## src/rtl/scene_renderer_pkg.sv

```systemverilog
// Shared geometry, region codes, layer priority and small index helpers
// for the scene renderer.
package scene_renderer_pkg;

  localparam int SCREEN_W = 640;
  localparam int SCREEN_H = 480;
  localparam int BIRD_W   = 34;
  localparam int BIRD_H   = 24;
  localparam int PIPE_W   = 52;
  localparam int PIPE_GAP = 120;
  localparam int CAP_H    = 26;
  localparam int GROUND_Y = 400;
  localparam int TILE_W   = 28;

  localparam logic [11:0]        SKY_RGB  = 12'h7CE;
  localparam logic signed [7:0]  TILT_DEG = 8'sd15;

  localparam logic [1:0] REGION_BODY   = 2'd0;
  localparam logic [1:0] REGION_CAP    = 2'd1;
  localparam logic [1:0] REGION_GROUND = 2'd2;

  typedef enum logic [1:0] {
    LAYER_SKY  = 2'd0,
    LAYER_TILE = 2'd1,
    LAYER_BIRD = 2'd2
  } layer_e;

  // Wide enough that a 10-bit pixel minus any 16-bit position never wraps.
  typedef logic signed [17:0] coord_t;

  typedef struct packed {
    logic signed [15:0] stage_shift;
    logic [1:0]         bird_status;
    logic signed [15:0] bird_x;
    logic signed [15:0] bird_y;
    logic signed [7:0]  bird_angle;
    logic [2:0][15:0]   pipe_x;
    logic [2:0][15:0]   pipe_y;
  } game_state_t;

  function automatic logic [1:0] flap_idx(input logic [1:0] status);
    return (status == 2'd3) ? 2'd1 : status;
  endfunction

  function automatic logic [1:0] tilt_idx(input logic signed [7:0] angle);
    logic [1:0] t;
    if (angle > TILT_DEG)       t = 2'd1;
    else if (angle < -TILT_DEG) t = 2'd2;
    else                        t = 2'd0;
    return t;
  endfunction

endpackage

```

## src/rtl/scene_renderer_if.sv

```systemverilog
// Pixel stream, game state, sprite/tile ROM and output signals of the renderer.
interface scene_renderer_if;

  logic               new_frame;
  logic               pix_valid;
  logic [9:0]         pix_x;
  logic [9:0]         pix_y;
  logic signed [15:0] stage_shift;
  logic [1:0]         bird_status;
  logic signed [15:0] bird_pos_x;
  logic signed [15:0] bird_pos_y;
  logic signed [7:0]  bird_angle;
  logic signed [15:0] pipe1_pos_x;
  logic signed [15:0] pipe2_pos_x;
  logic signed [15:0] pipe3_pos_x;
  logic signed [15:0] pipe1_pos_y;
  logic signed [15:0] pipe2_pos_y;
  logic signed [15:0] pipe3_pos_y;
  logic [14:0]        spr_addr;
  logic [12:0]        spr_data;
  logic [14:0]        tile_addr;
  logic [11:0]        tile_data;
  logic               out_valid;
  logic [11:0]        out_rgb;

  modport master (
    output new_frame, pix_valid, pix_x, pix_y, stage_shift, bird_status,
           bird_pos_x, bird_pos_y, bird_angle,
           pipe1_pos_x, pipe2_pos_x, pipe3_pos_x,
           pipe1_pos_y, pipe2_pos_y, pipe3_pos_y,
           spr_data, tile_data,
    input  spr_addr, tile_addr, out_valid, out_rgb
  );

  modport slave (
    input  new_frame, pix_valid, pix_x, pix_y, stage_shift, bird_status,
           bird_pos_x, bird_pos_y, bird_angle,
           pipe1_pos_x, pipe2_pos_x, pipe3_pos_x,
           pipe1_pos_y, pipe2_pos_y, pipe3_pos_y,
           spr_data, tile_data,
    output spr_addr, tile_addr, out_valid, out_rgb
  );

endinterface

```

## src/rtl/scene_renderer_rect_hit.sv

```systemverilog
// Signed point-in-rectangle test; combinational, returns hit and offsets from the corner.
// With CHECK_Y=0 only the column range is tested (vertical strips such as pipes).
module rect_hit
  import scene_renderer_pkg::*;
#(
  parameter int   W       = 1,
  parameter int   H       = 1,
  parameter logic CHECK_Y = 1'b1
) (
  input  logic [9:0]         x,
  input  logic [9:0]         y,
  input  logic signed [15:0] rect_x,
  input  logic signed [15:0] rect_y,
  output logic               hit,
  output coord_t             dx,
  output coord_t             dy
);

  localparam coord_t W_C = coord_t'(W);
  localparam coord_t H_C = coord_t'(H);

  logic x_in;
  logic y_in;

  assign dx   = $signed({8'd0, x}) - $signed({{2{rect_x[15]}}, rect_x});
  assign dy   = $signed({8'd0, y}) - $signed({{2{rect_y[15]}}, rect_y});
  assign x_in = !dx[17] && (dx < W_C);
  assign y_in = !dy[17] && (dy < H_C);
  assign hit  = x_in && (!CHECK_Y || y_in);

endmodule

```

## src/rtl/scene_renderer.sv

```systemverilog
// Renders bird, pipes, ground and sky from a per-frame shadow of the game state.
// Pixel in at N, RGB out at N+3; no backpressure, pix_valid bubbles give out_valid=0.
module scene_renderer
  import scene_renderer_pkg::*;
(
  input  logic            clk,
  input  logic            rstn,
  scene_renderer_if.slave bus
);

  localparam coord_t GAP_C = coord_t'(PIPE_GAP);
  localparam coord_t CAP_C = coord_t'(CAP_H);
  localparam logic signed [15:0] SHIFT_MAX = 16'(TILE_W - 1);

  game_state_t shadow_q, shadow_d, live_state;
  logic        nf_dly_q, nf_dly_d, latch_en_q, latch_en_d;
  logic [14:0] spr_addr_q, spr_addr_d, tile_addr_q, tile_addr_d;
  logic        s1_vld_q, s1_vld_d, s1_bird_q, s1_bird_d, s1_tile_q, s1_tile_d;
  logic        s2_vld_q, s2_vld_d, s2_bird_q, s2_bird_d, s2_tile_q, s2_tile_d;
  logic        out_valid_q, out_valid_d;
  logic [11:0] out_rgb_q, out_rgb_d;

  logic       bird_hit;
  coord_t     bird_dx, bird_dy;
  logic [2:0] pipe_col;
  coord_t     pipe_dx [3];
  coord_t     pipe_dy [3];

  coord_t     cap_rel;
  logic       pipe_any;
  logic [1:0] pipe_region;
  logic [6:0] pipe_row;
  logic [5:0] pipe_col_idx;
  logic       gnd_hit;
  logic [6:0] gnd_row;
  logic [4:0] gnd_xmod, gnd_shift;
  logic [5:0] gnd_sum, gnd_col;
  layer_e     layer;
  logic [11:0] comp_rgb;
  logic        unused_bits;

  always_comb begin
    live_state             = '0;
    live_state.stage_shift = bus.stage_shift;
    live_state.bird_status = bus.bird_status;
    live_state.bird_x      = bus.bird_pos_x;
    live_state.bird_y      = bus.bird_pos_y;
    live_state.bird_angle  = bus.bird_angle;
    live_state.pipe_x      = {bus.pipe3_pos_x, bus.pipe2_pos_x, bus.pipe1_pos_x};
    live_state.pipe_y      = {bus.pipe3_pos_y, bus.pipe2_pos_y, bus.pipe1_pos_y};
  end

  // Two-cycle delay lets producers that update just after new_frame settle.
  always_comb begin
    nf_dly_d   = bus.new_frame;
    latch_en_d = nf_dly_q;
    shadow_d   = latch_en_q ? live_state : shadow_q;
  end

  rect_hit #(.W(BIRD_W), .H(BIRD_H), .CHECK_Y(1'b1)) u_bird (
    .x(bus.pix_x), .y(bus.pix_y),
    .rect_x(shadow_q.bird_x), .rect_y(shadow_q.bird_y),
    .hit(bird_hit), .dx(bird_dx), .dy(bird_dy)
  );

  for (genvar k = 0; k < 3; k++) begin : g_pipe
    rect_hit #(.W(PIPE_W), .H(1), .CHECK_Y(1'b0)) u_pipe (
      .x(bus.pix_x), .y(bus.pix_y),
      .rect_x(shadow_q.pipe_x[k]), .rect_y(shadow_q.pipe_y[k]),
      .hit(pipe_col[k]), .dx(pipe_dx[k]), .dy(pipe_dy[k])
    );
  end

  // Scan from the highest index down so the lowest-index pipe overrides.
  always_comb begin
    pipe_any     = 1'b0;
    pipe_region  = REGION_BODY;
    pipe_row     = '0;
    pipe_col_idx = '0;
    cap_rel      = '0;
    for (int k = 2; k >= 0; k--) begin
      if (pipe_col[k] && (pipe_dy[k][17] || pipe_dy[k] >= GAP_C)) begin
        pipe_any     = 1'b1;
        pipe_col_idx = pipe_dx[k][5:0];
        pipe_region  = REGION_BODY;
        pipe_row     = '0;
        if (pipe_dy[k][17] && pipe_dy[k] >= -CAP_C) begin
          cap_rel     = pipe_dy[k] + CAP_C;
          pipe_region = REGION_CAP;
          pipe_row    = cap_rel[6:0];
        end else if (pipe_dy[k] >= GAP_C && pipe_dy[k] < GAP_C + CAP_C) begin
          cap_rel     = pipe_dy[k] - GAP_C;
          pipe_region = REGION_CAP;
          pipe_row    = cap_rel[6:0];
        end
      end
    end
  end

  always_comb begin
    gnd_hit   = bus.pix_y >= 10'(GROUND_Y);
    gnd_row   = 7'(bus.pix_y - 10'(GROUND_Y));
    gnd_xmod  = 5'(bus.pix_x % 10'(TILE_W));
    gnd_shift = (shadow_q.stage_shift < 16'sd0 || shadow_q.stage_shift > SHIFT_MAX)
                ? 5'd0 : shadow_q.stage_shift[4:0];
    gnd_sum   = {1'b0, gnd_xmod} + {1'b0, gnd_shift};
    gnd_col   = (gnd_sum >= 6'(TILE_W)) ? gnd_sum - 6'(TILE_W) : gnd_sum;
  end

  always_comb begin
    s1_vld_d   = bus.pix_valid;
    s1_bird_d  = bird_hit;
    s1_tile_d  = gnd_hit || pipe_any;
    spr_addr_d = {tilt_idx(shadow_q.bird_angle), flap_idx(shadow_q.bird_status),
                  bird_dy[4:0], bird_dx[5:0]};
    if (gnd_hit)       tile_addr_d = {REGION_GROUND, gnd_row, gnd_col};
    else if (pipe_any) tile_addr_d = {pipe_region, pipe_row, pipe_col_idx};
    else               tile_addr_d = '0;
    s2_vld_d  = s1_vld_q;
    s2_bird_d = s1_bird_q;
    s2_tile_d = s1_tile_q;
  end

  always_comb begin
    if (s2_bird_q && bus.spr_data[12]) layer = LAYER_BIRD;
    else if (s2_tile_q)                layer = LAYER_TILE;
    else                               layer = LAYER_SKY;
    case (layer)
      LAYER_BIRD: comp_rgb = bus.spr_data[11:0];
      LAYER_TILE: comp_rgb = bus.tile_data;
      default:    comp_rgb = SKY_RGB;
    endcase
    out_valid_d = s2_vld_q;
    out_rgb_d   = s2_vld_q ? comp_rgb : out_rgb_q;
  end

  always_ff @(posedge clk) begin
    if (!rstn) begin
      shadow_q    <= '0;
      nf_dly_q    <= 1'b0;
      latch_en_q  <= 1'b0;
      spr_addr_q  <= '0;
      tile_addr_q <= '0;
      s1_vld_q    <= 1'b0;
      s1_bird_q   <= 1'b0;
      s1_tile_q   <= 1'b0;
      s2_vld_q    <= 1'b0;
      s2_bird_q   <= 1'b0;
      s2_tile_q   <= 1'b0;
      out_valid_q <= 1'b0;
      out_rgb_q   <= '0;
    end else begin
      shadow_q    <= shadow_d;
      nf_dly_q    <= nf_dly_d;
      latch_en_q  <= latch_en_d;
      spr_addr_q  <= spr_addr_d;
      tile_addr_q <= tile_addr_d;
      s1_vld_q    <= s1_vld_d;
      s1_bird_q   <= s1_bird_d;
      s1_tile_q   <= s1_tile_d;
      s2_vld_q    <= s2_vld_d;
      s2_bird_q   <= s2_bird_d;
      s2_tile_q   <= s2_tile_d;
      out_valid_q <= out_valid_d;
      out_rgb_q   <= out_rgb_d;
    end
  end

  assign bus.spr_addr  = spr_addr_q;
  assign bus.tile_addr = tile_addr_q;
  assign bus.out_valid = out_valid_q;
  assign bus.out_rgb   = out_rgb_q;

  assign unused_bits = ^{bird_dx[17:6], bird_dy[17:5], pipe_dx[0][17:6],
                         pipe_dx[1][17:6], pipe_dx[2][17:6], cap_rel[17:7]};

endmodule

```

## src/flat_wrapper.sv

```systemverilog
// flat-port wrapper written by rule: the top's interface ports become plain ports
module scene_renderer_flat import scene_renderer_pkg::*;
  (clk, rstn, bus_new_frame, bus_pix_valid, bus_pix_x, bus_pix_y, bus_stage_shift, bus_bird_status, bus_bird_pos_x, bus_bird_pos_y, bus_bird_angle, bus_pipe1_pos_x, bus_pipe2_pos_x, bus_pipe3_pos_x, bus_pipe1_pos_y, bus_pipe2_pos_y, bus_pipe3_pos_y, bus_spr_data, bus_tile_data, bus_spr_addr, bus_tile_addr, bus_out_valid, bus_out_rgb);
  scene_renderer_if bus_i ();
  input  logic clk;
  input  logic rstn;
  input wire logic [$bits(bus_i.new_frame)-1:0] bus_new_frame;
  input wire logic [$bits(bus_i.pix_valid)-1:0] bus_pix_valid;
  input wire logic [$bits(bus_i.pix_x)-1:0] bus_pix_x;
  input wire logic [$bits(bus_i.pix_y)-1:0] bus_pix_y;
  input wire logic [$bits(bus_i.stage_shift)-1:0] bus_stage_shift;
  input wire logic [$bits(bus_i.bird_status)-1:0] bus_bird_status;
  input wire logic [$bits(bus_i.bird_pos_x)-1:0] bus_bird_pos_x;
  input wire logic [$bits(bus_i.bird_pos_y)-1:0] bus_bird_pos_y;
  input wire logic [$bits(bus_i.bird_angle)-1:0] bus_bird_angle;
  input wire logic [$bits(bus_i.pipe1_pos_x)-1:0] bus_pipe1_pos_x;
  input wire logic [$bits(bus_i.pipe2_pos_x)-1:0] bus_pipe2_pos_x;
  input wire logic [$bits(bus_i.pipe3_pos_x)-1:0] bus_pipe3_pos_x;
  input wire logic [$bits(bus_i.pipe1_pos_y)-1:0] bus_pipe1_pos_y;
  input wire logic [$bits(bus_i.pipe2_pos_y)-1:0] bus_pipe2_pos_y;
  input wire logic [$bits(bus_i.pipe3_pos_y)-1:0] bus_pipe3_pos_y;
  input wire logic [$bits(bus_i.spr_data)-1:0] bus_spr_data;
  input wire logic [$bits(bus_i.tile_data)-1:0] bus_tile_data;
  output wire logic [$bits(bus_i.spr_addr)-1:0] bus_spr_addr;
  output wire logic [$bits(bus_i.tile_addr)-1:0] bus_tile_addr;
  output wire logic [$bits(bus_i.out_valid)-1:0] bus_out_valid;
  output wire logic [$bits(bus_i.out_rgb)-1:0] bus_out_rgb;
  assign bus_i.new_frame = bus_new_frame;
  assign bus_i.pix_valid = bus_pix_valid;
  assign bus_i.pix_x = bus_pix_x;
  assign bus_i.pix_y = bus_pix_y;
  assign bus_i.stage_shift = bus_stage_shift;
  assign bus_i.bird_status = bus_bird_status;
  assign bus_i.bird_pos_x = bus_bird_pos_x;
  assign bus_i.bird_pos_y = bus_bird_pos_y;
  assign bus_i.bird_angle = bus_bird_angle;
  assign bus_i.pipe1_pos_x = bus_pipe1_pos_x;
  assign bus_i.pipe2_pos_x = bus_pipe2_pos_x;
  assign bus_i.pipe3_pos_x = bus_pipe3_pos_x;
  assign bus_i.pipe1_pos_y = bus_pipe1_pos_y;
  assign bus_i.pipe2_pos_y = bus_pipe2_pos_y;
  assign bus_i.pipe3_pos_y = bus_pipe3_pos_y;
  assign bus_i.spr_data = bus_spr_data;
  assign bus_i.tile_data = bus_tile_data;
  assign bus_spr_addr = bus_i.spr_addr;
  assign bus_tile_addr = bus_i.tile_addr;
  assign bus_out_valid = bus_i.out_valid;
  assign bus_out_rgb = bus_i.out_rgb;
  scene_renderer u_core (.clk(clk), .rstn(rstn), .bus(bus_i));
endmodule
```

## config.mk

```make
export PLATFORM = sky130hd
export DESIGN_NAME = scene_renderer_flat
export DESIGN_NICKNAME = d
export VERILOG_FILES = /design/src/rtl/scene_renderer_pkg.sv /design/src/rtl/scene_renderer_if.sv /design/src/rtl/scene_renderer_rect_hit.sv /design/src/rtl/scene_renderer.sv /design/src/flat_wrapper.sv
export SDC_FILE = /design/constraint.sdc
export NUM_CORES = 1
export LEC_CHECK = 0
export BUFFER_PORTS_ARGS = -buffer_cell sky130_fd_sc_hd__buf_2
export CAP_MARGIN = 20
export CORE_MARGIN = 5
export CORE_UTILIZATION = 60
export CTS_CLUSTER_DIAMETER = 60
export DETAILED_ROUTE_END_ITERATION = 8
export GPL_TIMING_DRIVEN = 0
export PLACE_DENSITY = 0.84
export SKIP_CTS_REPAIR_TIMING = 1
export SLEW_MARGIN = 25
export SYNTH_ARGS = -nofsm -noshare
export SYNTH_HDL_FRONTEND = slang
export SYNTH_SLANG_ARGS = --single-unit
```

## constraint.sdc

```tcl
create_clock -name clk -period 11.4 [get_ports clk]
set_input_delay 1.71 -clock clk [delete_from_list [all_inputs] [get_ports clk]]
set_output_delay 1.71 -clock clk [all_outputs]
set_load 0.03 [all_outputs]
```

* Word-level counts from Yosys, hierarchy flattened
Index checks and enable logic that the tools add are counted.
** Cells by class
- Add/sub/neg operators :: 17
- Multipliers :: 0
- Div/mod/pow operators :: 1
- $lt $le $gt $ge :: 20
- Equality and inequality tests :: 3
- Shifts and indexed selects :: 0
- Mux-type cells :: 34
- Bitwise gates (word level) :: 2
- Reduce and logical (&&, ||, !) cells :: 29
** Operators by type and width (number)
- 11-bit by 16-bit subtractor with 17-bit output :: 8
- 18-bit by 7-bit less-than comparator with 1-bit output, second input constant :: 4
- 7-bit 2-to-1 mux :: 9
- 17-bit by 6-bit greater-or-equal comparator with 1-bit output, second input constant :: 3
- 17-bit by 8-bit greater-or-equal comparator with 1-bit output, second input constant :: 3
- 17-bit by 9-bit less-than comparator with 1-bit output, second input constant :: 3
- 15-bit 2-to-1 mux :: 2
- 6-bit 2-to-1 mux :: 4
- 12-bit case mux with 2 select lines :: 1
- 7-bit by 6-bit adder with 7-bit output, second input constant :: 3
- 7-bit by 4-bit subtractor with 7-bit output, second input constant :: 3
- 17-bit by 6-bit less-than comparator with 1-bit output, second input constant :: 1
- 16-bit by 6-bit greater-than comparator with 1-bit output, second input constant :: 1
- 1-bit logical AND :: 16
- 16-bit by 1-bit less-than comparator with 1-bit output, second input constant :: 1
- 2-bit 2-to-1 mux :: 8
- 10-bit by 9-bit greater-or-equal comparator with 1-bit output, second input constant :: 1
- 10-bit by 5-bit remainder unit with 10-bit output, second input constant :: 1
- 1-bit 2-to-1 mux :: 9
- 8-bit by 5-bit greater-than comparator with 1-bit output, second input constant :: 1
- 8-bit by 5-bit less-than comparator with 1-bit output, second input constant :: 1
- 7-bit by 5-bit subtractor with 7-bit output, second input constant :: 1
- 5-bit by 5-bit adder with 6-bit output :: 1
- 6-bit by 5-bit greater-or-equal comparator with 1-bit output, second input constant :: 1
- other kinds (9) :: 20
** Storage, ports and cells
- Register bits after elaboration :: 205
- Latch bits :: 0
- Memory bits (writable) :: 0
- Memory bits (read-only) :: 0
- Input bits :: 203
- Output and inout bits :: 43
- Logic and storage cells :: 132
- Memories kept :: 0

* Logic depth before layout (Yosys ltp)
Gate-level depths: netlist (run 1).
- Word-level depth :: 10
- Gate-level depth with buffers :: 19

* Modules after synthesis
A second synthesis (run 1) with hierarchy kept.
** Unflattened totals
- Cells, all modules :: 1741
- Area, all modules :: 14460.1 um^2
** By module, submodules not included
- scene_renderer :: instances 1, cells each 996, area each 9282.7 um^2
- rect_hit at u_core.g_pipe[0].u_pipe ... :: instances 3, cells each 176, area each 1234.9 um^2
- rect_hit at u_core.u_bird :: instances 1, cells each 217, area each 1472.7 um^2

* Least setup slack after synthesis (run 1)
OpenSTA, ideal clock, no wires.
- Path type :: in2reg
- Start point :: in bus_pix_x[7]
- End point :: reg u_core.tile_addr_q[3] (netlist: u_core.bus.tile_addr[3])
- Arrival :: 5.017 ns
- Required time :: 11.273 ns
- Path slack :: 6.256 ns
- Stages :: 19
- Buffers on the path :: 2
- Cells stage by stage :: clkbuf_1 a21bo_2 a22o_1 a32o_1 a221o_1 or2_1 clkbuf_1 nor2_1 a21oi_1 o22ai_1 a21oi_1 a21oi_1 ha_1 xnor2_1 ha_1 nand2_1 nand2_1 mux2i_1 o32ai_2
** Between the ends
- Word-level cells in the longest chain between the ends :: 9
- Elaborated cells between the ends (all ways) :: 28
** Ends and longest elaborated chain
- from (decl) :: line flat_wrapper.sv:9 : input wire logic [$bits(bus_i.pix_x)-1:0] bus_pix_x;
- parallel branches: the longest is 8 deep, another holds 10-bit by 5-bit remainder unit with 10-bit output
- 15-bit 2-to-1 mux * :: line scene_renderer.sv:116 : if (gnd_hit) tile_addr_d = {REGION_GROUND, gnd_row, gnd_col};
- to (signal assigned) :: line scene_renderer.sv:157 : tile_addr_q <= tile_addr_d;
- to (decl) :: line scene_renderer.sv:17 : logic [14:0] spr_addr_q, spr_addr_d, tile_addr_q, tile_addr_d;
Every way passes the cells marked *.
A chain may end at the register's enable or synchronous reset.

* Final worst setup path (run 1)
- Start point :: in bus_pix_y[0]
- End point :: reg u_core.tile_addr_q[6] (netlist: u_core.bus.tile_addr[6])
** Between the ends
- Word-level cells in the longest chain between the ends :: 10
- Elaborated cells between the ends (all ways) :: 46
** Ends and longest elaborated chain
- from (decl) :: line flat_wrapper.sv:10 : input wire logic [$bits(bus_i.pix_y)-1:0] bus_pix_y;
- 11-bit by 16-bit subtractor with 17-bit output :: line scene_renderer_rect_hit.sv:26 : assign dy = $signed({8'd0, y}) - $signed({{2{rect_y[15]}}, rect_y});
- 17-bit by 8-bit greater-or-equal comparator with 1-bit output / 17-bit by 9-bit less-than comparator with 1-bit output (equally long branches) :: line scene_renderer.sv:82, scene_renderer.sv:91
- 1-bit logical AND :: line scene_renderer.sv:91 : end else if (pipe_dy[k] >= GAP_C && pipe_dy[k] < GAP_C + CAP_C) begin
- 7-bit 2-to-1 mux :: line scene_renderer.sv:91
- 7-bit 2-to-1 mux :: line scene_renderer.sv:87 : if (pipe_dy[k][17] && pipe_dy[k] >= -CAP_C) begin
- 7-bit 2-to-1 mux (3 in series) :: line scene_renderer.sv:82 : if (pipe_col[k] && (pipe_dy[k][17] || pipe_dy[k] >= GAP_C)) begin
- 15-bit 2-to-1 mux :: line scene_renderer.sv:117 : else if (pipe_any) tile_addr_d = {pipe_region, pipe_row, pipe_col_idx};
- 15-bit 2-to-1 mux * :: line scene_renderer.sv:116
Every way passes the cells marked *; elsewhere a longest branch is shown, timed or not.

==> results of run 1 <==
==> how the worst max path moves through the flow <==
stage	to	from	slack, ps
6_report	u_core.bus.tile_addr[6]	bus_pix_y[0]	5690
5_1_grt	u_core.bus.tile_addr[6]	bus_pix_y[0]	5380
4_1_cts	u_core.bus.tile_addr[6]	bus_pix_y[0]	5790
3_5_place_dp	u_core.bus.tile_addr[6]	bus_pix_y[0]	5270
3_3_place_gp	u_core.bus.tile_addr[6]	bus_pix_y[0]	5350
2_1_floorplan	u_core.bus.tile_addr[3]	bus_pix_x[7]	6260
==> stage by stage <==
| stage | setup slack, ps | area [um^2] | instances | utilization [%] |
|---|---|---|---|---|
| floorplan | 6256 | 14670 | 1736 | - |
| global placement | 5351 | 16300 | 2304 | 67.42 |
| detailed placement | 5268 | 16300 | 2304 | 67.42 |
| CTS | 5786 | 17160 | 2351 | 70.98 |
| global route | 5378 | 17160 | 2352 | 70.99 |
| finish | 5693 | 17170 | 2353 | 71.00 |
==> power by group through the flow <==
stage | Clock, mW | Combinational, mW | Sequential [mW]
after floorplan | 0 | 0.364 | 0.796
after global placement | 0 | 0.517 | 0.782
after detailed placement | 0 | 0.533 | 0.783
after CTS | 0.823 | 0.539 | 0.767
after global routing | 0.855 | 0.600 | 0.771
final | 0.814 | 0.549 | 0.768
==> cell families after synthesis <==
| family | Yosys count | share of synthesized area (%) |
|---|---|---|
| AOI/OAI and AO/OA | 396 | 18.89 |
| xor gates and xnor gates | 63 | 3.760 |
| adders and majority gates | 115 | 10.27 |
| buffers and inverters | 201 | 5.346 |
| DFF | 205 | 27.97 |
| muxes | 170 | 11.61 |
| and+or+nand+nor | 586 | 22.16 |
==> critical path, stage by stage <==
cell	delay, ps
buf_2	120
inv_1	210
ha_1	210
inv_1	50
fa_1	440
a21o_1	190
a21oi_1	170
xnor2_1	310
inv_1	180
ha_1	240
a2111oi_0	370
nand4b_1	160
nor4_2	720
o21bai_1	300
nor2b_1	390
a31oi_1	140
a21oi_1	240
==> routing by layer <==
metal / vias to the layer above / wire, um / GRT usage (%)
li1: 6770 / - / -
met3: 138 / 3775 / 5.713
met1: 6555 / 18020 / 37.98
met5: - / 21 / 0
met4: 4 / 2215 / 12.63
met2: 602 / 19580 / 48.84
==> placed cells by master, fill, tap and decap left out, types with 63 or more instances in the layout <==
master | Yosys | routed
ha_1 | 106 | 106
mux2i_1 | 168 | 168
a21oi_1 | 95 | 95
nor2_1 | 93 | 93
nor2b_1 | 177 | 177
inv_1 | 134 | 134
buf_2 | 0 | 244
clkbuf_1 | 60 | 63
dfxtp_1 | 205 | 205
nand2_1 | 79 | 79
==> layout make-up <==
| cell class | instances | area (um^2) | share of cell area, % |
|---|---|---|---|
| multi-input combinational | 1330 | 9786 | 57.01 |
| sequential | 205 | 4104 | 23.91 |
| timing repair buffer | 244 | 1221 | 7.114 |
| clock buffer | 32 | 703.2 | 4.097 |
| inverter | 134 | 503.0 | 2.930 |
| tap | 324 | 405.4 | 2.362 |
| buffer | 67 | 281.5 | 1.640 |
| clock inverter | 15 | 156.4 | 0.9111 |
| antenna | 2 | 5.005 | 0.02916 |
==> sequential cells by signal (all words and copies together), names as in the netlist, 12 cells and up <==
| name | count |
|---|---|
| u_core.bus.spr_addr | 15 |
| u_core.bus.tile_addr | 15 |
| u_core.shadow_q | 154 |
| u_core.bus.out_rgb | 12 |
==> summary.txt, run 1 <==
Synthesis
  • Top-count cell post-synth: dfxtp_1
  • Post-Syn Instances: 1736
  • Synth area leader: dfxtp_1
  • Number of synthesized flops with an enable pin: 0
  • Syn_area_per_cell: 8.453 um^2
  • Netlist cell types: 87
  • #FFs+latches synth: 205
  • Ys async rst share: 0%
  • Area contributors post-synth: dfxtp_1 28%, mux2i_1 11%, ha_1 9.0%, nor2b_1 7.5%, inv_1 3.4%
  • Synth top cells by count: 205 x dfxtp_1, 177 x nor2b_1, 168 x mux2i_1
  • Post-synthesis instance area: 0.01467 mm^2
  • Post-synth top area share: 27.97%
  • Post-Syn Nets: 2054
  • Most used DFF post-synth: dfxtp_1
  • Yosys warnings: 0
  • Seq/Total Area, Yosys: 27.97%

STA
  • Slew Viols, Final: 0
  • Slew HR: 32.38%
  • Final setup vio count: 0
  • Maximum operating frequency: 175.2 MHz
  • Pin slew with the least headroom to its limit: 1014 ps
  • Final period demand of the worst path: 5707 ps
  • Clock Skew: 22.03 ps
  • RSZ-0062 raised after global routing: no
  • Fin crit share: 50.06%
  • Hold Worst Slack: 432.7 ps
  • Hold Vio Cnt, Final: 0
  • Setup_tns: 0 ps

Min path
  • WHS Endpoint: u_core.s2_tile_q
  • Hold-critical path depth: 1
  • Hold_sp: u_core.s1_tile_q
  • Hold Crit Class: reg -> reg

Final layout
  • Layout area overhead: 16.98%
  • Layout cells sized above 1: 16.18%
  • Fillers: 1888
  • Nets: 2326

Power and ir drop
  • Overall power: 2.131 mW
  • Part of the power in registers: 36.1%
  • Pint: 1.441 mW
  • Switching pwr: 0.6898 mW
  • Max rail drop VDD: 0.0001321 V
  • Clock share of power: 38.2%
  • PD cells: 124.1 mW/mm^2
  • Leak Pwr: 6.897 nW
  • Combinational share of power: 25.7%
  • Sw Ratio: 32.37%

Floorplanning
  • Core ar.: 0.02418 mm^2
  • IO Pins: 246
  • Starting density of the core: 60.69%
  • Die Span Y: 166.4 um
  • DIE WIDTH: 166.4 um
  • Row cnt: 57
  • Die Area: 0.02768 mm^2

Global routing
  • Grt total ovfl: 0
  • Initial antenna violation count: 5
  • First-pass GRT wire length: 68530 um
  • GRT Overall Usage: 29.62%
  • Largest net degree at the start of global routing: 14
  • Vias in the first global route: 13603

Setup path
  • Worst-path fanout max: 7
  • Flop2flop setup slack: 6880 ps
  • Crit Path Class: in -> reg
  • CP endpoint kind: flip-flop
  • R2R depth: 15
  • Worst endpoint required time: 11840 ps
  • Critical Path AT: 6140 ps
  • Reg2Reg Capture Point: u_core.bus.tile_addr[6]
  • Reg2reg start: u_core.shadow_q[16]
  • Setup crit start kind: primary input

Clocking
  • Root Driver: clkbuf_16
  • Clock Pin Slew Worst Setup and Hold Paths: 60 ps
  • CTS tree: yes
  • # H-tree levels: 1
  • TritonCTS Sinks: 205
  • Later-pin clock latency in the skew report: 540 ps
  • Inserted Clock Buffers: 26
  • Longest Clk Path Bufs: 3

Route
  • Drt pass-1 iters: 6
  • Detailed-route via count: 14069
  • Starting DRT DRC Count: 1281
  • Vias per cell: 5.979
  • DRT Wirelength: 43610 um
  • Routed WL per cell: 18.53 um
  • Number of antenna-violating nets in the routed design: 0
  • DR DRC count: 0

Placed design
  • Post-DP HPWL: 33210 um
  • Port buffer count: 244
  • Final Wtd Congestion: 0.9521

Status
  • Status: finished, final reports clean

Run
  • Max-cap check violation count: 0
Power figures use the tool's default switching activity.
==> run 2: changes to the inputs <==
CORE_UTILIZATION = 52   (was 60)
PLACE_DENSITY = 0.78   (was 0.84)
clock period = 5.1 ns   (was 11.4 ns; I/O delays follow)
==> summary.txt, run 2 (same netlist as run 1, synthesis figures left out) <==
Status
  • Status: finished, final reports clean

Setup path
  • Crit-path cells: buf_2 > inv_1 > ha_1 > inv_1 > fa_1 > a21o_1 > a21oi_1 > xnor2_1 > inv_1 > ha_1 > a2111oi_0 > nand4b_1 > nor4_2 > o21bai_1 > nor2b_1 > o211ai_1 > a21oi_1
  • Reg2Reg Capture Point: u_core.bus.tile_addr[10]
  • R2R depth: 15
  • Flop2flop setup slack: 540 ps
  • Worst path max stage delay: 670 ps
  • Critical Path AT: 5200 ps
  • Worst endpoint required time: 5540 ps
  • Top cell by count, worst path: inv_1
  • Crit Path Class: in -> reg
  • Reg2reg start: u_core.shadow_q[16]
  • CP endpoint kind: flip-flop
  • Setup crit start kind: primary input
  • Worst-path fanout max: 7
  • CP max stage cell: nor4_2

Run
  • Max-cap check violation count: 0

Final layout
  • Largest Register: u_core.shadow_q
  • Layout cells sized above 1: 16.17%
  • Antenna diodes: 0
  • Most common library cell in the layout ignoring fill and taps: buf_2
  • Layout area overhead: 17.51%
  • Nets: 2327
  • Most frequent cells in the layout: 244 x buf_2, 205 x dfxtp_1, 177 x nor2b_1
  • Largest register FFs: 154

Global routing
  • Vias in the first global route: 13481
  • GRT Overall Usage: 26.50%
  • Initial antenna violation count: 6
  • Grt total ovfl: 0
  • First-pass GRT wire length: 67910 um
  • Largest net degree at the start of global routing: 15

Route
  • Drt pass-1 iters: 6
  • DRT Wirelength: 43550 um
  • Routed WL per cell: 18.10 um
  • DR DRC count: 0
  • Vias per cell: 5.749
  • Number of antenna-violating nets in the routed design: 0
  • Starting DRT DRC Count: 1099
  • Detailed-route via count: 13831

Min path
  • Hold Crit Class: in -> reg
  • WHS Endpoint: u_core.latch_en_d
  • Hold_sp: bus_new_frame
  • Hold-critical path depth: 2

STA
  • Worst setup margin: 340.3 ps
  • Maximum operating frequency: 210.1 MHz
  • Slew Viols, Final: 0
  • Slew HR: 30.36%
  • Pin slew with the least headroom to its limit: 1045 ps
  • Final setup vio count: 0
  • Final period demand of the worst path: 4760 ps
  • Hold Worst Slack: 415.9 ps
  • RSZ-0062 raised after global routing: no
  • Hold Vio Cnt, Final: 0
  • Clock Skew: 16.14 ps
  • Fin crit share: 93.33%

Placed design
  • Post-DP HPWL: 33620 um
  • Final Wtd Congestion: 0.9401
  • Port buffer count: 244
  • Setup WS pre-CTS: -54.21 ps

Clocking
  • CTS tree: yes
  • Later-pin clock latency in the skew report: 550 ps
  • Inserted Clock Buffers: 27
  • TritonCTS Sinks: 205
  • # H-tree levels: 1
  • Root Driver: clkbuf_16
  • Clock Pin Slew Worst Setup and Hold Paths: 60 ps
  • Longest Clk Path Bufs: 3

Power and ir drop
  • PD cells: 278.5 mW/mm^2
  • Combinational share of power: 25.2%
  • Sw Ratio: 31.90%
  • Max rail drop VDD: 0.0002067 V
  • Part of the power in registers: 35.8%
  • Switching pwr: 1.532 mW
  • Leak Pwr: 6.916 nW
  • Clock share of power: 39.0%
  • Pint: 3.270 mW

Floorplanning
  • Starting density of the core: 52.67%
  • DIE WIDTH: 178.0 um
  • Die Span Y: 178.0 um
  • Core ar.: 0.02786 mm^2
  • Die Area: 0.03168 mm^2
  • IO Pins: 246
  • Row cnt: 61
==> run 2: area by class of cell <==
class,count,area [um^2]
Fill cell,2457,10610
Multi-Input combinational cell,1330,9786
Sequential cell,205,4104
Timing Repair Buffer,244,1221
Clock buffer,32,704.4
Inverter,134,503.0
Tap cell,378,473.0
Buffer,67,281.5
Clock inverter,16,171.4
==> run 2: worst max path at each step <==
stage,from,to
6_report,bus_pix_y[0],u_core.bus.tile_addr[10]
5_1_grt,bus_pix_y[0],u_core.bus.tile_addr[10]
4_1_cts,bus_pix_y[0],u_core.bus.tile_addr[10]
3_5_place_dp,bus_pix_y[0],u_core.bus.tile_addr[10]
3_3_place_gp,bus_pix_y[0],u_core.bus.tile_addr[10]
2_1_floorplan,bus_pix_x[7],u_core.bus.tile_addr[3]
==> run 2: per-layer routing <==
metal,vias up,routed length [um],GRT usage [%]
li1,6759,-,-
met1,6388,17890,33.43
met2,537,19460,43.32
met3,137,4125,6.295
met4,10,2022,11.41
met5,-,56,0
==> run 2: power groups by stage <==
stage | clock (mW) | combinational [mW] | sequential, mW
after floorplan | 0 | 0.813 | 1.78
after global placement | 0 | 1.16 | 1.75
after detailed placement | 0 | 1.19 | 1.75
after CTS | 1.90 | 1.20 | 1.72
after global routing | 1.97 | 1.34 | 1.72
final | 1.87 | 1.21 | 1.72
==> run 2: critical path, delay by kind of cell <==
| kind | cells | cell delay, ps |
|---|---|---|
| AO/OA/AOI/OAI | 6 | 1480 |
| XOR/XNOR | 1 | 290 |
| adder cells (fa/ha/maj) | 3 | 880 |
| buffers and inverters | 4 | 540 |
| AND/OR/NAND/NOR | 3 | 1220 |
==> run 2: through the flow <==
stage | setup TNS (ps) | util, % | cells | power, mW | cell area, um^2
floorplan | 0 | - | 1736 | 2.592 | 14670
global placement | -65.94 | 58.76 | 2358 | 2.909 | 16370
detailed placement | -76.67 | 58.76 | 2358 | 2.938 | 16370
CTS | 0 | 61.90 | 2406 | 4.817 | 17240
global route | 0 | 61.90 | 2406 | 5.030 | 17240
finish | 0 | 61.90 | 2406 | 4.802 | 17240
